===== src/rtl/rr_index_arbiter_pkg.sv =====
// rr_index_arbiter_pkg: shared constants, state encoding and reset values for the round-robin index arbiter
package rr_index_arbiter_pkg;
  localparam int N = 16;
  localparam int IDXW = 4;
  typedef enum logic {IDLE, GRANT} state_t;
  localparam logic [IDXW-1:0] PTR_RST = '0;
  localparam logic [IDXW-1:0] IDX_RST = '0;
endpackage


===== src/rtl/rr_priority_pick.sv =====
// rr_priority_pick: lowest set request at or above ptr, else lowest set request overall
module rr_priority_pick
  import rr_index_arbiter_pkg::*;
(
  input  logic [N-1:0]    req,
  input  logic [IDXW-1:0] ptr,
  output logic [IDXW-1:0] win_idx,
  output logic            win_any
);
  logic [N-1:0] masked, src;
  always_comb begin
    masked = req & ({N{1'b1}} << ptr);
    src = |masked ? masked : req;
    win_idx = '0;
    for (int i = N - 1; i >= 0; i--) win_idx = src[i] ? IDXW'(i) : win_idx;
    win_any = |req;
  end
endmodule


===== src/rtl/rr_index_arbiter.sv =====
// rr_index_arbiter: 16-way round-robin arbiter offering a registered grant index over valid/ready
module rr_index_arbiter
  import rr_index_arbiter_pkg::*;
(
  input  logic            clk,
  input  logic            rst_n,
  input  logic [N-1:0]    req,
  input  logic            grant_ready,
  output logic            grant_valid,
  output logic [IDXW-1:0] grant_idx,
  output logic            busy
);
  state_t state, state_n;
  logic [IDXW-1:0] ptr, ptr_n, idx_n, pick_ptr, win_idx;
  logic win_any, accept, load;
  assign accept = state == GRANT && grant_ready;
  // the same-cycle re-pick must already see the pointer advanced past the accepted winner
  assign pick_ptr = accept ? grant_idx + IDXW'(1) : ptr;
  assign load = (state == IDLE || accept) && win_any;
  rr_priority_pick u_pick (
    .req     (req),
    .ptr     (pick_ptr),
    .win_idx (win_idx),
    .win_any (win_any)
  );
  always_comb begin
    state_n = load ? GRANT : (accept ? IDLE : state);
    ptr_n = pick_ptr;
    idx_n = load ? win_idx : grant_idx;
  end
  always_ff @(posedge clk) begin
    if (!rst_n) begin
      state <= IDLE;
      ptr <= PTR_RST;
      grant_idx <= IDX_RST;
    end else begin
      state <= state_n;
      ptr <= ptr_n;
      grant_idx <= idx_n;
    end
  end
  assign grant_valid = state == GRANT;
  assign busy = state == GRANT;
endmodule


===== config.mk =====
export PLATFORM = sky130hd
export DESIGN_NAME = rr_index_arbiter
export DESIGN_NICKNAME = d
export VERILOG_FILES = /design/src/rtl/rr_index_arbiter_pkg.sv /design/src/rtl/rr_priority_pick.sv /design/src/rtl/rr_index_arbiter.sv
export SDC_FILE = /design/constraint.sdc
export NUM_CORES = 1
export LEC_CHECK = 0
export ABC_AREA = 1
export BUFFER_PORTS_ARGS = -buffer_cell sky130_fd_sc_hd__buf_2
export CAP_MARGIN = 20
export CORE_UTILIZATION = 30
export CTS_CLUSTER_SIZE = 14
export DETAILED_ROUTE_END_ITERATION = 16
export PLACE_DENSITY = 0.5
export SYNTH_ARGS = -nofsm -noshare
export SYNTH_HDL_FRONTEND = slang
export SYNTH_SLANG_ARGS = --single-unit

===== constraint.sdc =====
create_clock -name clk -period 2.25 [get_ports clk]
set_clock_uncertainty 0.05 [all_clocks]
set_input_delay 0.225 -clock clk [delete_from_list [all_inputs] [get_ports clk]]
set_output_delay 0.225 -clock clk [all_outputs]
set_load 0.01 [all_outputs]

### Word level (Yosys, flattened, before mapping)

Cells that the tools add are included.

* output and inout bits: 6
* input port bits: 19
* word-level logic and storage cells: 33
* register bits: 9

* shifts and indexed selects: 1
* mux-type cells: 20
* reduce and logical (&&, ||, !) cells: 6
* $add $sub $neg: 1
* bitwise operators: 2

Operators by type and width (number)
* $mux W4: 17
* $reduce_or A16 Y1: 2
* $and A16 B16 Y16: 1
* $mux W16: 1
* $shl A16 B4 Y16 const A: 1
* $add A4 B1 Y4 const B: 1
* $logic_and A1 B1 Y1: 2
* $mux W1: 2
* $reduce_bool A2 Y1: 1
* $logic_or A1 B1 Y1: 1
* $not A1 Y1: 1

### Longest topological paths before layout

Gate-level depths: netlist of run 1.

* depth after elaboration: 22
* gate-level depth with buffers: 30
* gate-level depth less buffers: 30

### Cells and area by module

Synthesis of run 1 repeated with hierarchy kept, for this count alone.

* cells, all modules: 179
* area total of the unflattened synthesis: 948.4 um^2

Modules (own cells, without submodules)
* rr_priority_pick: area an instance 559.3 um^2, times used 1, seq. area each 0.0 um^2, cells each 127
* rr_index_arbiter: area an instance 389.1 um^2, times used 1, seq. area each 180.2 um^2, cells each 52

### Least setup slack after synthesis of run 1

OpenSTA, ideal clock, no wires.

* kind: register to register
* start: reg grant_idx[0]
* end: reg grant_idx[0]
* period minus slack after synthesis: 2.465 ns
* required time: 2.078 ns
* buffers on the path: 0
* cell stages (with the launch flop): 26
* arrival: 2.293 ns
* path slack: -0.215 ns
* setup time: 0.122 ns
* path through: dfxtp_1 -> ha_1 -> nand3_1 -> nand2_2 -> nor2_1 -> nand3_1 -> nor2_1 -> nor2_1 -> nand2_1 -> nor2_2 -> nand2_2 -> inv_2 -> o21ai_0 -> nand2_1 -> nand2_1 -> nand2_1 -> nand2_1 -> nand2_1 -> nand2_1 -> nand2_1 -> nand2_1 -> nand2_1 -> nand2_1 -> nand2_1 -> nand2_1 -> a21oi_2

* longest elaborated chain between the ends: 22

RTL lines
* start, declared: RTL line rr_index_arbiter.sv:10 `output logic [IDXW-1:0] grant_idx,`
* start signal, assigned: RTL line rr_index_arbiter.sv:39 `grant_idx <= idx_n;`
* $add A4 B1 Y4 *: RTL line rr_index_arbiter.sv:18 `assign pick_ptr = accept ? grant_idx + IDXW'(1) : ptr;`
* $mux W4 *: RTL line rr_index_arbiter.sv:18
* $shl A16 B4 Y16 *: RTL line rr_priority_pick.sv:12 `masked = req & ({N{1'b1}} << ptr);`
* $and A16 B16 Y16 *: RTL line rr_priority_pick.sv:12
* $reduce_or A16 Y1: RTL line rr_priority_pick.sv:13 `src = |masked ? masked : req;`
* $mux W16 *: RTL line rr_priority_pick.sv:13
* $mux W4 (15 in series): RTL line rr_priority_pick.sv:15 `for (int i = N - 1; i >= 0; i--) win_idx = src[i] ? IDXW'(i) : win_idx;`
* $mux W4 *: RTL line rr_priority_pick.sv:15

Every way passes the cells marked *; elsewhere a longest branch is shown, timed or not.
A chain may end at the register's enable or synchronous reset.

### Final worst setup path of run 1

Same ends and word-level chain as after synthesis.

==> results of run 1 <==
-- routing by layer --
metal | GRT usage (%) | routed length, microns | up-vias
li1 | - | - | 696
met1 | 23.4 | 1390 | 593
met2 | 35.9 | 1630 | 31
met3 | 0.659 | 87 | 5
met4 | 7.14 | 35 | 0
met5 | 0 | 0 | -
-- cells by family after synthesis --
group | count (synthesis) | share of synthesized area [%]
DFF | 9 | 18.6
AOI/OAI and AO/OA | 21 | 11.9
adders and majority gates | 1 | 1.29
buffers and inverters | 23 | 11.0
and+or+nand+nor | 126 | 57.2
-- cells in the mapped netlist (all sizes together) --
cell / n
nand2: 77
nor2: 25
inv: 18
nand3: 17
a21oi: 10
dfxtp: 9
o21ai: 8
buf: 3
nand4: 3
nor4: 3
clkinv: 2
a211oi: 1
a31oi: 1
ha: 1
nor3: 1
o21bai: 1
-- final cells by class --
cell class / instances / area (sq um)
fillers: 344 / 1520
multi-input cells: 149 / 821
repair buffers: 56 / 360
flip-flops and latches: 9 / 190
inverters: 20 / 78.8
well taps: 44 / 55.1
clock buffers: 4 / 26.3
-- tightest hold or removal path: cells and delay by family --
kind,cells,cell delay (ns)
AOI/OAI and AO/OA,1,0.07
buffers and inverters,2,0.13
-- sequential cells by signal, summed over array words and instances, names as in the netlist --
| register | cells |
|---|---|
| grant_idx | 4 |
| busy | 1 |
| ptr | 4 |
-- report_power, final --
group          internal, uW  switching, uW  total [uW]  leakage [uW]
logic                   120            142         262      0.000689
clock network          68.4           58.3         127     0.0000150
registers               171           10.7         182     0.0000756
-- worst min-delay path by stage --
stage	endpoint	slack, ns	depth (start not counted)
final	busy	0.16	3
after global routing	busy	0.18	3
after CTS	busy	0.15	3
after detailed placement	busy	0.42	3
after global placement	busy	0.41	3
after floorplan	busy	0.30	2
-- per-stage QoR --
step | utilization, % | TNS [ns] | hold slack (ns) | instance area [sq um] | setup slack, ns
floorplan | - | -0.109 | 0.300 | 997 | -0.109
global placement | 45.0 | -1.14 | 0.411 | 1380 | -0.351
detailed placement | 45.0 | -1.20 | 0.423 | 1380 | -0.361
CTS | 48.2 | -0.953 | 0.150 | 1470 | -0.318
global route | 50.2 | -1.74 | 0.176 | 1530 | -0.565
finish | 50.2 | -1.02 | 0.156 | 1530 | -0.331
-- what timing repair did --
action | CTS | global route
buffers inserted | 1 | 0
resized for setup | 16 | 15
cloned | 0 | 1
endpoints found under the setup margin | 4 | 4
pin swaps | 7 | 8
==> impl_metrics.csv, run 1 <==
group,metric,value,unit
outcome,outcome,"finished with violations",
outcome,violations,"negative setup slack",
cts,cts_root_buffer,"clkbuf_4",
logic_synthesis,synthDistinctLibCells,25,
layout,antenna_cells,0,
drt,num_vias,1325,
critical_path,reg2reg_slack,-0.33,ns
pwr,ir_drop,0.000109,V
floorplan,die-area,0.00346,sq mm
grt,antenna_found_initial,0,
timing,timing.final.ws_setup,-0.331,ns
critical_path,critPathMaxStageDelay,0.36,ns
cts,clk-insertion-delay-late,0.26,ns
logic_synthesis,ys_warn_count,0,
logic_synthesis,syn_nets,200,
timing,finalHoldViolCount,0,
timing,max_freq,387,MHz
critical_path,cp.depth,25,
timing,finalMaxSlewViolations,0,
floorplan,core,0.00305,sq mm
critical_path,endpoint,"grant_idx[0]",
place,routabilityCongestion,0.824,
drt,drt-initial-drc-count,45,
floorplan,die_h,58.8,microns
logic_synthesis,synth.top_cell.area_share,27.2,%
grt,grt_pass1_wl,5110,microns
drt,wire_per_inst,11.1,microns
cts,h-tree-depth,1,
logic_synthesis,synth_area,967,sq um
cts,cts_buffers,3,
grt,grt_max_degree,14,
critical_path,cp_common_cell,"nand2_1",
pwr,power.density,373,mW/mm^2
critical_path,reg2reg_depth,25,
pwr,power,571,uW
drt,ant_nets,0,
critical_path,critical_path_class,"reg -> reg",
grt,grt_usage,19.3,%
layout,final_common_cell,"nand2_1",
critical_path,critPathCaptureType,"register",
pwr,leakage,0.000780,uW
timing,rsz0062_at_grt,"true",
floorplan,io-pin-count,25,
critical_path,critPathBufInv,3,
place,numPortBuffers,24,
grt,grt.overflow.total,0,
layout,drive_gt1_share,42.9,%
floorplan,die_w,58.8,microns
logic_synthesis,syn_inst,180,
drt,drt_pre_antenna_iters,6,
critical_path,path_delay_family,"simple AND/OR/NAND/NOR gates",
floorplan,num_rows,20,
floorplan,initial_utilization,31.7,%
critical_path,crit_slowest_cell,"dfxtp_4",
min_path,min_from,"rst_n",
critical_path,crit_path_start,"grant_idx[0]",
critical_path,crit_path_max_fanout,9,
critical_path,worst_setup_path_start_kind,"register",
timing,slew_headroom,51.5,%
place,dp.final_hpwl,2540,microns
layout,layout.cells.non_filler,282,
layout,fin_nets,259,
critical_path,regToRegStartpoint,"grant_idx[0]",
cts,clock_sinks,9,
logic_synthesis,synth.ff_latch_count,9,
drt,wl,3140,microns
logic_synthesis,ys_seq_area_share,18.6,%
job,drv_cap,0,
critical_path,reg2reg_to,"grant_idx[0]",
place,dp.cells,276,
layout,final_cell_mix,"65 x nand2_1, 32 x buf_4, 24 x buf_2",
cts,cts_tree,"built",
drt,via_per_inst,4.70,
cts,cts.path.max_buffers,2,
cts,cts_hold_buf,0,
critical_path,cp_data_arrival_time,2.68,ns
logic_synthesis,synthTopCellsByArea,"nand2_1 27%, dfxtp_1 19%, nor2_1 8.5%",
timing,fin_crit_sh,115,%
timing,worstMarginPinSlew,0.719,ns
drt,drc,0,
grt,grt_pass1_vias,1250,
timing,period_needed,2.58,ns
layout,synthToLayoutAreaGrowth,58.3,%
cts,path_clk_slew,0.06,ns
critical_path,cp.required,2.35,ns
timing,finalSetupViolCount,4,
logic_synthesis,synth_top_area_cell,"nand2_1",
min_path,worstHoldPathType,"in -> reg",
logic_synthesis,syn_avg_cell_area,5.37,sq um
Note: power is estimated with default switching activity, not from simulation.
==> inputs of run 2 (changes only) <==
--- a/config.mk
+++ b/config.mk
@@ -9,8 +9,8 @@
 export BUFFER_PORTS_ARGS = -buffer_cell sky130_fd_sc_hd__buf_2
 export CAP_MARGIN = 20
-export CORE_UTILIZATION = 30
+export CORE_UTILIZATION = 47
 export CTS_CLUSTER_SIZE = 14
 export DETAILED_ROUTE_END_ITERATION = 16
-export PLACE_DENSITY = 0.5
+export PLACE_DENSITY = 0.73
 export SYNTH_ARGS = -nofsm -noshare
 export SYNTH_HDL_FRONTEND = slang
--- a/constraint.sdc
+++ b/constraint.sdc
@@ -3,3 +3,3 @@
 set_input_delay 0.225 -clock clk [delete_from_list [all_inputs] [get_ports clk]]
 set_output_delay 0.225 -clock clk [all_outputs]
-set_load 0.01 [all_outputs]
+set_load 0.005 [all_outputs]
==> run 2 against run 1 <==
- the flow still finishes with violations (negative setup slack)
- count of clock-buffer cells in the layout is the same
- utilization is 30 points higher
- maximum frequency down 8.2%
- via count grew 11%
- worst setup slack lost 0.23 ns
- die area fell by 35%
- sequential power is essentially flat
- combinational power rose by 9.9%
- first-iteration DRC count is 140% higher
- flip-flop and latch count unchanged
- critical endpoint unchanged
- largest power group unchanged
- highest routed layer unchanged
==> impl_metrics.csv, run 2 (synthesized netlist as in run 1, its figures left out) <==
group,metric,value,unit
timing,timing.final.ws_setup,-0.560,ns
critical_path,reg2reg_slack,-0.56,ns
critical_path,cp.depth,28,
timing,max_freq,356,MHz
min_path,worstHoldPathType,"in -> reg",
critical_path,crit_slowest_cell,"dfxtp_4",
cts,clk-insertion-delay-late,0.26,ns
timing,finalHoldViolCount,0,
job,drv_cap,0,
layout,antenna_cells,0,
cts,path_clk_slew,0.06,ns
pwr,power.density,380,mW/mm^2
floorplan,io-pin-count,25,
cts,cts.path.max_buffers,2,
timing,worstMarginPinSlew,0.747,ns
critical_path,endpoint,"grant_idx[0]",
critical_path,reg2reg_depth,28,
place,routabilityCongestion,0.916,
grt,grt.overflow.total,0,
floorplan,die-area,0.00224,sq mm
drt,drc,0,
timing,rsz0062_at_grt,"true",
timing,slew_headroom,49.7,%
drt,wl,3980,microns
critical_path,critical_path_class,"reg -> reg",
cts,h-tree-depth,1,
critical_path,critPathCaptureType,"register",
drt,wire_per_inst,15.0,microns
grt,grt_pass1_vias,1101,
pwr,leakage,0.000787,uW
cts,cts_tree,"built",
layout,fin_nets,259,
critical_path,worst_setup_path_start_kind,"register",
layout,drive_gt1_share,45.4,%
place,dp.final_hpwl,2480,microns
grt,grt_max_degree,14,
layout,finalInstanceArea,0.00156,sq mm
floorplan,num_rows,16,
critical_path,path_delay_family,"simple AND/OR/NAND/NOR gates",
critical_path,cp_data_arrival_time,2.95,ns
critical_path,cp_common_cell,"nand2_1",
drt,drt_pre_antenna_iters,5,
timing,fin_crit_sh,125,%
cts,cts_buffers,3,
grt,grt_pass1_wl,4910,microns
critical_path,cp.required,2.39,ns
drt,drt-initial-drc-count,107,
pwr,ir_drop,0.000552,V
floorplan,die_h,47.4,microns
timing,finalSetupViolCount,4,
critical_path,crit_path_max_fanout,5,
outcome,violations,"negative setup slack",
cts,clock_sinks,9,
grt,antenna_found_initial,0,
drt,via_per_inst,5.55,
drt,ant_nets,0,
floorplan,core,0.00194,sq mm
layout,fin_util,80.1,%
grt,grt_usage,31.8,%
critical_path,crit_path_start,"grant_idx[1]",
timing,period_needed,2.81,ns
floorplan,die_w,47.4,microns
layout,final_cell_mix,"60 x nand2_1, 31 x buf_4, 24 x buf_2",
drt,num_vias,1470,
critical_path,regToRegStartpoint,"grant_idx[1]",
outcome,outcome,"finished with violations",
cts,cts_root_buffer,"clkbuf_4",
place,dpl-instance-area,0.00136,sq mm
layout,synthToLayoutAreaGrowth,60.8,%
critical_path,reg2reg_to,"grant_idx[0]",
timing,finalMaxSlewViolations,0,
critical_path,critPathMaxStageDelay,0.36,ns
place,numPortBuffers,24,
layout,final_common_cell,"nand2_1",
timing,fin_setup_tns,-1.67,ns
cts,postCtsSetupBuffers,0,
floorplan,initial_utilization,49.8,%
critical_path,critPathBufInv,2,
## run 2: repair_timing
item,in CTS,in global routing
gates cloned,1,0
gates resized for setup,18,26
pin swaps,3,10
setup endpoints to repair,4,4
hold buffers,0,0
## run 2: cell type report
cell class | count | area, sq um
clock buffer | 4 | 26.3
fill | 136 | 387
inverter | 20 | 76.3
multi-input combinational | 149 | 861
sequential | 9 | 190
tap | 27 | 33.8
timing repair buffer | 56 | 368
## run 2: through the flow
stage | hold WS, ns | instances | setup slack, ns | total power [uW]
final | 0.199 | 265 | -0.560 | 591
after global routing | 0.237 | 265 | -0.737 | 624
after CTS | 0.164 | 265 | -0.329 | 555
after detailed placement | 0.434 | 260 | -0.401 | 409
after global placement | 0.424 | 260 | -0.367 | 401
after floorplan | 0.300 | 180 | -0.107 | 299
## run 2: per-layer routing
metal | global-route usage [%] | vias to the layer above | wire length (microns)
met5 | 0 | - | 0
li1 | - | 694 | -
met2 | 48.5 | 109 | 1920
met3 | 8.46 | 24 | 401
met4 | 8.00 | 0 | 127
met1 | 44.2 | 643 | 1520
## run 2: where the power goes
part           total (uW)  switching [uW]  internal (uW)  leakage [uW]
clock network         120            52.3           68.1     0.0000150
logic                 288             164            124      0.000696
registers             183            12.2            171     0.0000756
## run 2: worst min path at each step
stage | startpoint | cells past startpoint | endpoint | slack [ns]
finish | rst_n | 3 | busy | 0.20
global route | rst_n | 3 | busy | 0.24
CTS | rst_n | 3 | busy | 0.16
detailed placement | rst_n | 3 | busy | 0.43
global placement | rst_n | 3 | busy | 0.42
floorplan | rst_n | 2 | busy | 0.30
## run 2: tightest hold or removal path, cell delays in order
cell	delay, ns
buf_2	0.09
o21ai_0	0.10
inv_1	0.06
==> inputs of run 3 (changes only) <==
- PLACE_DENSITY: 0.73 -> unset
- PLACE_DENSITY_LB_ADDON: unset -> 0.05
==> run 3 against run 2 <==
- the run still ends with negative setup slack left
- flip-flop and latch count stayed put
- final area up 6.0%
- global-route usage down 1.1 points
- first-iteration DRC count down 37%
- clock power grew 5%
- critical endpoint unchanged
- largest power group unchanged
- highest routed layer unchanged
==> impl_metrics.csv, run 3 (synthesized netlist as in run 1, its figures left out) <==
group,metric,value,unit
grt,grt_pass1_vias,1096,
place,numPortBuffers,24,
floorplan,die_w,47.4,microns
drt,wire_per_inst,14.2,microns
critical_path,critical_path_class,"reg -> reg",
layout,synthToLayoutAreaGrowth,70.4,%
pwr,leakage,0.000831,uW
critical_path,crit_slowest_cell,"dfxtp_4",
floorplan,die-area,0.00224,sq mm
grt,grt_pass1_wl,4760,microns
floorplan,core,0.00194,sq mm
cts,cts_root_buffer,"clkbuf_4",
job,drv_cap,0,
layout,fin_nets,260,
critical_path,critPathMaxStageDelay,0.38,ns
timing,timing.final.ws_setup,-0.503,ns
timing,finalMaxSlewViolations,0,
timing,finalHoldViolCount,0,
place,dp_slack,-0.429,ns
timing,slew_headroom,44.0,%
floorplan,die_h,47.4,microns
timing,max_freq,363,MHz
timing,rsz0062_at_grt,"true",
cts,cts_tree,"built",
layout,layout.cells.non_filler,266,
cts,clock_sinks,9,
pwr,ir_drop,0.000496,V
critical_path,critPathBufInv,2,
critical_path,cp_data_arrival_time,2.90,ns
outcome,violations,"negative setup slack",
drt,drt_pre_antenna_iters,5,
pwr,power,599,uW
cts,h-tree-depth,1,
critical_path,crit_path_max_fanout,4,
floorplan,io-pin-count,25,
cts,cts.path.max_buffers,2,
place,dp.final_hpwl,2340,microns
cts,clk-insertion-delay-late,0.26,ns
cts,cts_buffers,3,
place,dpl-instance-area,0.00134,sq mm
critical_path,reg2reg_slack,-0.50,ns
timing,finalSetupViolCount,4,
floorplan,num_rows,16,
layout,num-fill-cells,113,
layout,fin_util,84.9,%
layout,final_cell_mix,"57 x nand2_1, 30 x buf_4, 24 x buf_2",
drt,drc,0,
layout,finalInstanceArea,0.00165,sq mm
outcome,outcome,"finished with violations",
layout,multi_input_comb_area,930,sq um
critical_path,path_delay_family,"simple AND/OR/NAND/NOR gates",
critical_path,critPathCaptureType,"register",
drt,drt-initial-drc-count,67,
layout,final_common_cell,"nand2_1",
pwr,power.density,364,mW/mm^2
drt,via_per_inst,5.38,
critical_path,worst_setup_path_start_kind,"register",
timing,period_needed,2.75,ns
grt,grt_max_degree,14,
grt,antenna_found_initial,0,
min_path,worstHoldPathType,"in -> reg",
timing,fin_crit_sh,122,%
layout,drive_gt1_share,49.8,%
cts,cts_hold_buf,0,
layout,antenna_cells,0,
critical_path,cp_common_cell,"nand2_1",
drt,num_vias,1430,
grt,grt_usage,30.7,%
cts,path_clk_slew,0.06,ns
place,dp.cells,257,
drt,ant_nets,0,
critical_path,cp.required,2.39,ns
place,routabilityCongestion,0.922,
grt,grt.overflow.total,0,
floorplan,initial_utilization,49.8,%
layout,seq_area,193,sq um
drt,wl,3790,microns
timing,worstMarginPinSlew,0.831,ns
-- run 3: stage by stage --
| step | hold WS [ns] | setup TNS [ns] |
|---|---|---|
| after floorplan | 0.300 | -0.107 |
| after global placement | 0.404 | -1.01 |
| after detailed placement | 0.408 | -1.29 |
| after CTS | 0.136 | -0.899 |
| after global routing | 0.172 | -2.08 |
| final | 0.135 | -1.46 |
-- run 3: layout make-up --
type	count	share of cell area (%)
clock buffer	4	1.59
inverter	20	5.24
multi-input combinational	149	56.4
sequential	9	11.7
tap	27	2.05
timing repair buffer	57	23.0
-- run 3: repair_timing --
item | 4_1_cts | 5_1_grt
pin swaps | 6 | 29
endpoints found under the setup margin | 4 | 4
gates resized for setup | 30 | 35
buffers inserted | 2 | 2
cloned | 1 | 0
-- run 3: power by group --
group	internal [uW]	leakage (uW)	switching, uW
Combinational	127	0.000740	164
Sequential	171	0.0000759	11.8
Clock	68.4	0.0000150	57.4
Total	366	0.000831	233
-- run 3: tightest hold or removal path: cells and delay by family --
family / cells / cell delay (ns)
AO/OA/AOI/OAI: 1 / 0.07
buffers and inverters: 2 / 0.13
-- run 3: worst paths after layout --
kind	startpoint	end	cells past startpoint
worst max-delay path	grant_idx[1]	grant_idx[0]	28
worst min-delay path	rst_n	busy	3
worst max register to register	grant_idx[1]	grant_idx[0]	28
worst min register to register	grant_idx[3]	grant_idx[3]	2
-- run 3: metal layers --
| layer | vias to the layer above | wire length (microns) | track usage [%] |
|---|---|---|---|
| met2 | 78 | 1840 | 46.3 |
| li1 | 702 | - | - |
| met1 | 638 | 1530 | 44.0 |
| met3 | 12 | 321 | 8.08 |
| met5 | - | 0 | 0 |
| met4 | 0 | 93 | 5.71 |
